**src/rtl/cdb_arbiter_pkg.sv**
```systemverilog
// Shared CPU types for the out-of-order OTTER datapath.
// Tag type, invalid marker and the bundled CDB view for consumers.
package cpu_types;

  typedef logic [4:0] RS_tag_type;

  localparam RS_tag_type INVALID = 5'h1F;

  typedef struct packed {
    logic       valid;
    RS_tag_type tag;
    logic [31:0] val;
  } cdb_t;

  // base + off folded back into [0, n) for off < n
  function automatic int rr_idx(int base, int off, int n);
    int s;
    s = base + off;
    return (s >= n) ? s - n : s;
  endfunction

endpackage

```
**src/rtl/cdb_arbiter_src_fifo.sv**
```systemverilog
// Per-source result FIFO feeding the CDB arbiter.
// Holds {tag, value} pairs in push order; push and pop may coincide.
module cdb_src_fifo
  import cpu_types::*;
#(
  parameter int DEPTH = 2
) (
  input  logic                       CLK,
  input  logic                       RST,
  input  logic                       i_push,
  input  RS_tag_type                 i_tag,
  input  logic [31:0]                i_val,
  input  logic                       i_pop,
  output logic                       o_full,
  output logic                       o_empty,
  output logic [$clog2(DEPTH):0]     o_count,
  output RS_tag_type                 o_tag,
  output logic [31:0]                o_val
);

  localparam int AW = $clog2(DEPTH);
  localparam int CW = AW + 1;

  RS_tag_type    r_tag [DEPTH];
  logic [31:0]   r_val [DEPTH];
  logic [AW-1:0] r_wptr;
  logic [AW-1:0] r_rptr;
  logic [CW-1:0] r_count;

  logic w_push;
  logic w_pop;

  assign o_full  = (r_count == CW'(DEPTH));
  assign o_empty = (r_count == '0);
  assign o_count = r_count;
  assign o_tag   = r_tag[r_rptr];
  assign o_val   = r_val[r_rptr];

  assign w_push = i_push && !o_full;
  assign w_pop  = i_pop && !o_empty;

  always_ff @(posedge CLK or posedge RST) begin
    if (RST) begin
      r_wptr  <= '0;
      r_rptr  <= '0;
      r_count <= '0;
    end else begin
      if (w_push)
        r_wptr <= r_wptr + AW'(1);
      if (w_pop)
        r_rptr <= r_rptr + AW'(1);
      case ({w_push, w_pop})
        2'b10:   r_count <= r_count + CW'(1);
        2'b01:   r_count <= r_count - CW'(1);
        default: r_count <= r_count;
      endcase
    end
  end

  // storage needs no reset: the count gates every read
  always_ff @(posedge CLK) begin
    if (w_push) begin
      r_tag[r_wptr] <= i_tag;
      r_val[r_wptr] <= i_val;
    end
  end

endmodule

```
**src/rtl/cdb_arbiter.sv**
```systemverilog
// Common Data Bus arbiter: buffers FU results per source and
// broadcasts one per cycle, round-robin, through an output register.
module cdb_arbiter
  import cpu_types::*;
#(
  parameter int NUM_SRC = 4,
  parameter int DEPTH   = 2
) (
  input  logic                        CLK,
  input  logic                        RST,
  input  logic [NUM_SRC-1:0]          FU_VALID,
  input  RS_tag_type [NUM_SRC-1:0]    FU_TAG,
  input  logic [NUM_SRC-1:0][31:0]    FU_VAL,
  output logic [NUM_SRC-1:0]          FU_READY,
  output logic                        CDB_VALID,
  output RS_tag_type                  CDB_tag,
  output logic [31:0]                 CDB_val,
  output logic [NUM_SRC-1:0]          FU_DONE
);

  localparam int PW = (NUM_SRC > 1) ? $clog2(NUM_SRC) : 1;
  localparam int CW = $clog2(DEPTH) + 1;

  logic [NUM_SRC-1:0] w_full;
  logic [NUM_SRC-1:0] w_empty;
  logic [NUM_SRC-1:0] w_push;
  logic [NUM_SRC-1:0] w_pop;
  logic [CW-1:0]      w_count    [NUM_SRC];
  RS_tag_type         w_head_tag [NUM_SRC];
  logic [31:0]        w_head_val [NUM_SRC];

  logic [PW-1:0] r_rr_ptr;
  logic [PW-1:0] w_grant;
  logic [PW-1:0] w_rr_next;
  logic          w_gnt_vld;

  logic               r_cdb_valid;
  RS_tag_type         r_cdb_tag;
  logic [31:0]        r_cdb_val;
  logic [NUM_SRC-1:0] r_fu_done;

  for (genvar g = 0; g < NUM_SRC; g++) begin : g_src
    // ready looks only at the registered count, never at a same-cycle pop
    assign FU_READY[g] = (w_count[g] < CW'(DEPTH)) && !RST;
    assign w_push[g]   = FU_VALID[g] && !w_full[g] && !RST;

    cdb_src_fifo #(
      .DEPTH (DEPTH)
    ) u_fifo (
      .CLK     (CLK),
      .RST     (RST),
      .i_push  (w_push[g]),
      .i_tag   (FU_TAG[g]),
      .i_val   (FU_VAL[g]),
      .i_pop   (w_pop[g]),
      .o_full  (w_full[g]),
      .o_empty (w_empty[g]),
      .o_count (w_count[g]),
      .o_tag   (w_head_tag[g]),
      .o_val   (w_head_val[g])
    );
  end

  always_comb begin
    w_gnt_vld = 1'b0;
    w_grant   = r_rr_ptr;
    for (int k = 0; k < NUM_SRC; k++) begin
      if (!w_gnt_vld &&
          !w_empty[rr_idx(int'(r_rr_ptr), k, NUM_SRC)]) begin
        w_gnt_vld = 1'b1;
        w_grant   = PW'(rr_idx(int'(r_rr_ptr), k, NUM_SRC));
      end
    end
  end

  always_comb begin
    w_pop = '0;
    if (w_gnt_vld)
      w_pop[w_grant] = 1'b1;
  end

  assign w_rr_next = PW'(rr_idx(int'(w_grant), 1, NUM_SRC));

  always_ff @(posedge CLK or posedge RST) begin
    if (RST) begin
      r_rr_ptr    <= '0;
      r_cdb_valid <= 1'b0;
      r_cdb_tag   <= INVALID;
      r_cdb_val   <= '0;
      r_fu_done   <= '0;
    end else begin
      r_cdb_valid <= w_gnt_vld;
      r_fu_done   <= w_pop;
      if (w_gnt_vld) begin
        r_rr_ptr  <= w_rr_next;
        r_cdb_tag <= w_head_tag[w_grant];
        r_cdb_val <= w_head_val[w_grant];
      end else begin
        r_cdb_tag <= INVALID;
        r_cdb_val <= '0;
      end
    end
  end

  assign CDB_VALID = r_cdb_valid;
  assign CDB_tag   = r_cdb_tag;
  assign CDB_val   = r_cdb_val;
  assign FU_DONE   = r_fu_done;

endmodule
```
**config.mk**
```make
export PLATFORM = sky130hd
export DESIGN_NAME = cdb_arbiter
export DESIGN_NICKNAME = d
export VERILOG_FILES = /design/src/rtl/cdb_arbiter_pkg.sv /design/src/rtl/cdb_arbiter_src_fifo.sv /design/src/rtl/cdb_arbiter.sv
export SDC_FILE = /design/constraint.sdc
export NUM_CORES = 1
export LEC_CHECK = 0
export CAP_MARGIN = 25
export CORE_ASPECT_RATIO = 0.8
export CORE_MARGIN = 4
export CORE_UTILIZATION = 54
export DETAILED_ROUTE_END_ITERATION = 8
export PLACE_DENSITY_LB_ADDON = 0.25
export SLEW_MARGIN = 20
export SYNTH_ARGS = -nofsm -noshare
export SYNTH_HDL_FRONTEND = slang
export SYNTH_SLANG_ARGS = --single-unit
```
**constraint.sdc**
```tcl
create_clock -name CLK -period 3.9 [get_ports CLK]
set_input_delay 0.39 -clock CLK [delete_from_list [all_inputs] [get_ports CLK]]
set_output_delay 0.39 -clock CLK [all_outputs]
set_load 0.03 [all_outputs]
```
==> run summary <==
The flow ran to the end, and the final reports show no timing, DRC or antenna violations. Sorting the synthesized cells by area gives the leading types as sky130_fd_sc_hd__edfxtp_1 64%, sky130_fd_sc_hd__dfrtp_1 10%, sky130_fd_sc_hd__mux2_2 7.0%. After detailed routing, the average wire length per cell comes to about 24 um. The data required time at the worst endpoint is 4.32 ns. The most repeated cell in the gate-level netlist after synthesis is sky130_fd_sc_hd__edfxtp_1.

STA puts the critical path data arrival time at around 3.1 ns. The source of the critical timing path is g_src[3].u_fifo.o_count[0]$_DFFE_PP0P_. After clock tree synthesis, the clock-pin slew on the worst setup and hold paths is approximately 0.060 ns. The biggest area contributor in the post-synthesis netlist is sky130_fd_sc_hd__edfxtp_1. The maximum vdd ir drop came out at 0.498 mV.

By area, the combinational part of the netlist is dominated by multiplexers. The number of inserted filler cells in the final layout came out at around 1600. The critical register-to-register path startpoint is g_src[3].u_fifo.o_count[0]$_DFFE_PP0P_. The number of distinct library cells after synthesis is 45.

The pin slew with the least headroom to its limit came out at around 1.1 ns. Ranked by instance count, the synthesized netlist is headed by 296 x sky130_fd_sc_hd__edfxtp_1, 86 x sky130_fd_sc_hd__mux2_2, 55 x sky130_fd_sc_hd__dfrtp_1. The weighted congestion reported at the end of routability-driven placement is 0.796. 200 I/O pins were placed. The synthesized instance count is 810. The final critical-path share of the clock period came out at approximately 70%.

The number of enable flip-flop cells after synthesis is 296. The residual antenna-violating net count after detailed routing is 0. Global routing finished with a remaining overflow of 0. The total of max-cap violations came out at 0.

The signed area change from the synthesized netlist to the final layout came out at 26.2%. The worst relative slew slack came out at 28.5%. The post-synthesis compound-gate area fraction came out at 7.89%.

TritonCTS built the clock tree. After clock tree synthesis, the setup repair step added 0 buffers. The number of search-and-repair iterations in the first detailed-routing pass is 5. The minimum period implied by the final worst setup slack is ~2.7 ns. The placeable core region came out at 0.0252 mm^2.

The detailed-route vias per instance came out at 5.91. In the synthesized netlist the async set-or-reset flop fraction comes to around 17%. STA classifies the critical path endpoint as a flop. The kind of critical path is flop to flop. Clock tree synthesis inserted a total of 35 buffers.

The number of I/O port buffers came out at ~200. In this run the horizontal extent of the chip is 187 um. The largest individual stage delay along the critical path comes from the cell sky130_fd_sc_hd__o32a_2. The most used flip-flop cell after synthesis is sky130_fd_sc_hd__edfxtp_1. The initial detailed-routing violation count is 703. After detailed routing, the number of remaining DRC violations is 0. The wire length of the first global-routing pass is 47.7 mm.

Dividing total power by cell area gives a power density of ~770 mW/mm^2. Once routing completed, OpenROAD measured the worst setup slack at 1.20 ns. The combined area of all synthesized cells is 0.0138 mm^2. The number of hold violations in the final report came out at 0. The pre-CTS setup slack is about 1.1 ns. Setup repair after global routing left no endpoint under its margin. The final cell count without fillers is 1364. The HPWL after detailed placement is around 20 mm.

The number of slew-limit violations in the final report came out at 0. The number of buffers inserted for hold repair after clock tree synthesis came out at 0. The mux share of post-synthesis cell area is roughly 8.5%. No sink is reached through more buffers than the 3 on the longest clock path. Broken down by cell family, the worst path's largest delay share belongs to compound AO/OA/AOI/OAI gates. The number of warnings reported in the yosys synthesis log is 0. From bottom edge to top edge, the die measures 151 um. The simple-gate share of the synthesized area is 4.59%. The highest net fanout along the worst path is 37.

The area share of the largest cell type after synthesis came out at ~64%. The worst-case clock skew came out at between 0.01 and 0.015 ns. The static leakage came out at 0.00596 uW.

The number of rows in the core area came out at 52. Traced cell by cell, the critical path runs through or2_0 -> a21oi_1 -> o32a_2 -> o22ai_1 -> or3_1. The full die area is roughly 0.028 mm^2.

In the final layout, the share of cells above drive strength 1 is a little under a fifth. The sequential area share after synthesis came out at 75.3%. The clock latency at the later pin of the worst-skew pair came out at 0.51 ns. The kind of path behind the tightest hold check is input port to async pin. The area share of fa/ha/maj cells after synthesis came out at less than 1%.

The antenna diode count came out at 0. The count of instances resized after the clock tree is built came out at 0. After layout, the design draws a total of 13500 uW.

STA classifies the critical path startpoint as a flop. The initial antenna violation count came to 0. The starting density of the core is 54.7%. The clock drives around 360 sinks. The number of setup violations in the final report is 0.

The highest achievable clock rate came out at 370 MHz. The number of placed cells counting well taps is 1301. The global-route usage over all layers came out at 22.4%. Together, buffers and inverters on the worst path number 0. The routed via count is 8055. The XOR/XNOR share of the synthesized area came out at 1.27%. The H-tree was split into 2 levels.

In this run the mean area of a mapped cell was 17.0 um^2. The post-layout instance area came out at roughly 0.017 mm^2. The largest net degree at the start of global routing came out at 44. At the end of the flow, the number of nets in the layout was ~1200. For this run, the slowest stage of the critical path takes between 0.8 and 0.9 ns. The via count of the first global-routing pass is 8127.

Once placement finished, the instance area stood at 0.0163 mm^2. The number of nets produced by synthesis came out at approximately 970. The synthesized design contains 356 register bits. CTS placed an instance of sky130_fd_sc_hd__clkbuf_16 at the clock tree root. The wire length reported by the detailed router is between 30 and 40 mm.
placed cells by master (no fill, tap or decap), drive strengths merged, types with 23 or more instances in the layout:
cell type,count
nor2b,42
o21ai,28
nor3,33
edfxtp,296
nor2,23
clkbuf,47
dfrtp,55
o22ai,27
clkdlybuf4s50,199
a221oi,33
mux2,86
stage by stage:
step | setup TNS (ns) | hold WS (ns) | util [%]
floorplan | -99.37 | 0.468 | -
global placement | 0 | 0.534 | 64.2
finish | 0 | 0.204 | 69.0
CTS | 0 | 0.198 | 68.9
global route | 0 | 0.235 | 69.0
detailed placement | 0 | 0.543 | 64.4
worst paths after layout:
| kind | end | slack, ns | cells after the start |
|---|---|---|---|
| setup / recovery | CDB_tag[3]$_DFF_PP1_ | 1.20 | 5 |
| hold / removal | FU_DONE[0]$_DFF_PP0_ | 0.20 | 2 |
| setup reg to reg | CDB_tag[3]$_DFF_PP1_ | 1.20 | 5 |
| hold reg to reg | g_src[1].u_fifo.r_wptr$_DFFE_PP0P_ | 0.55 | 1 |
| max in group asynchronous | g_src[2].u_fifo.r_rptr$_DFFE_PP0P_ | 2.87 | 3 |
| min in group CLK | g_src[3].u_fifo.r_val[0][20]$_DFFE_PP_ | 0.46 | 1 |
area by class of cell:
class                   instances  area, um^2  share of cell area (%)
flip-flops and latches        356       10400                    59.7
multi-input cells             391        3210                    18.4
repair buffers                218        2220                    12.7
clock buffers                  47        1010                    5.82
well taps                     324         405                    2.33
clock inverters                15         126                   0.725
inverters                      13        50.0                   0.287
state kept, by name (all words and copies together), names as in the netlist:
signal and flops:
g_src.u_fifo.r_tag 40, g_src.u_fifo.r_rptr 4, g_src.u_fifo.r_wptr 4, r_rr_ptr 2, CDB_val 32, g_src.u_fifo.r_val 256
CDB_VALID 1, FU_DONE 4, g_src.u_fifo.o_count 8, CDB_tag 5
per-layer routing:
metal	part of all wire, %	GRT usage (%)
met1	44	32.4
met2	47	35.4
met3	7.8	4.65
met4	1.8	5.73
met5	0	0
logic make-up (layout without fill, tap and decap cells):
group,Yosys count,count (layout)
compound gates,145,145
xor+xnor,20,20
fa+ha+maj,4,4
buf+inv,63,293
flops,356,356
mux,106,106
simple gates,116,116
worst reg2reg max path: stages (launching register included):
cell,delay [ns]
sky130_fd_sc_hd__dfrtp_1,0.46
sky130_fd_sc_hd__or2_0,0.47
sky130_fd_sc_hd__a21oi_1,0.24
sky130_fd_sc_hd__o32a_2,0.86
sky130_fd_sc_hd__o22ai_1,0.18
sky130_fd_sc_hd__or3_1,0.40
where the power goes:
part	switching [uW]	leakage (uW)	internal, uW
logic	2600	0.00201	2000
clock network	1360	0.000564	1960
registers	618	0.00339	4940
Power figures use the tool's default switching activity.
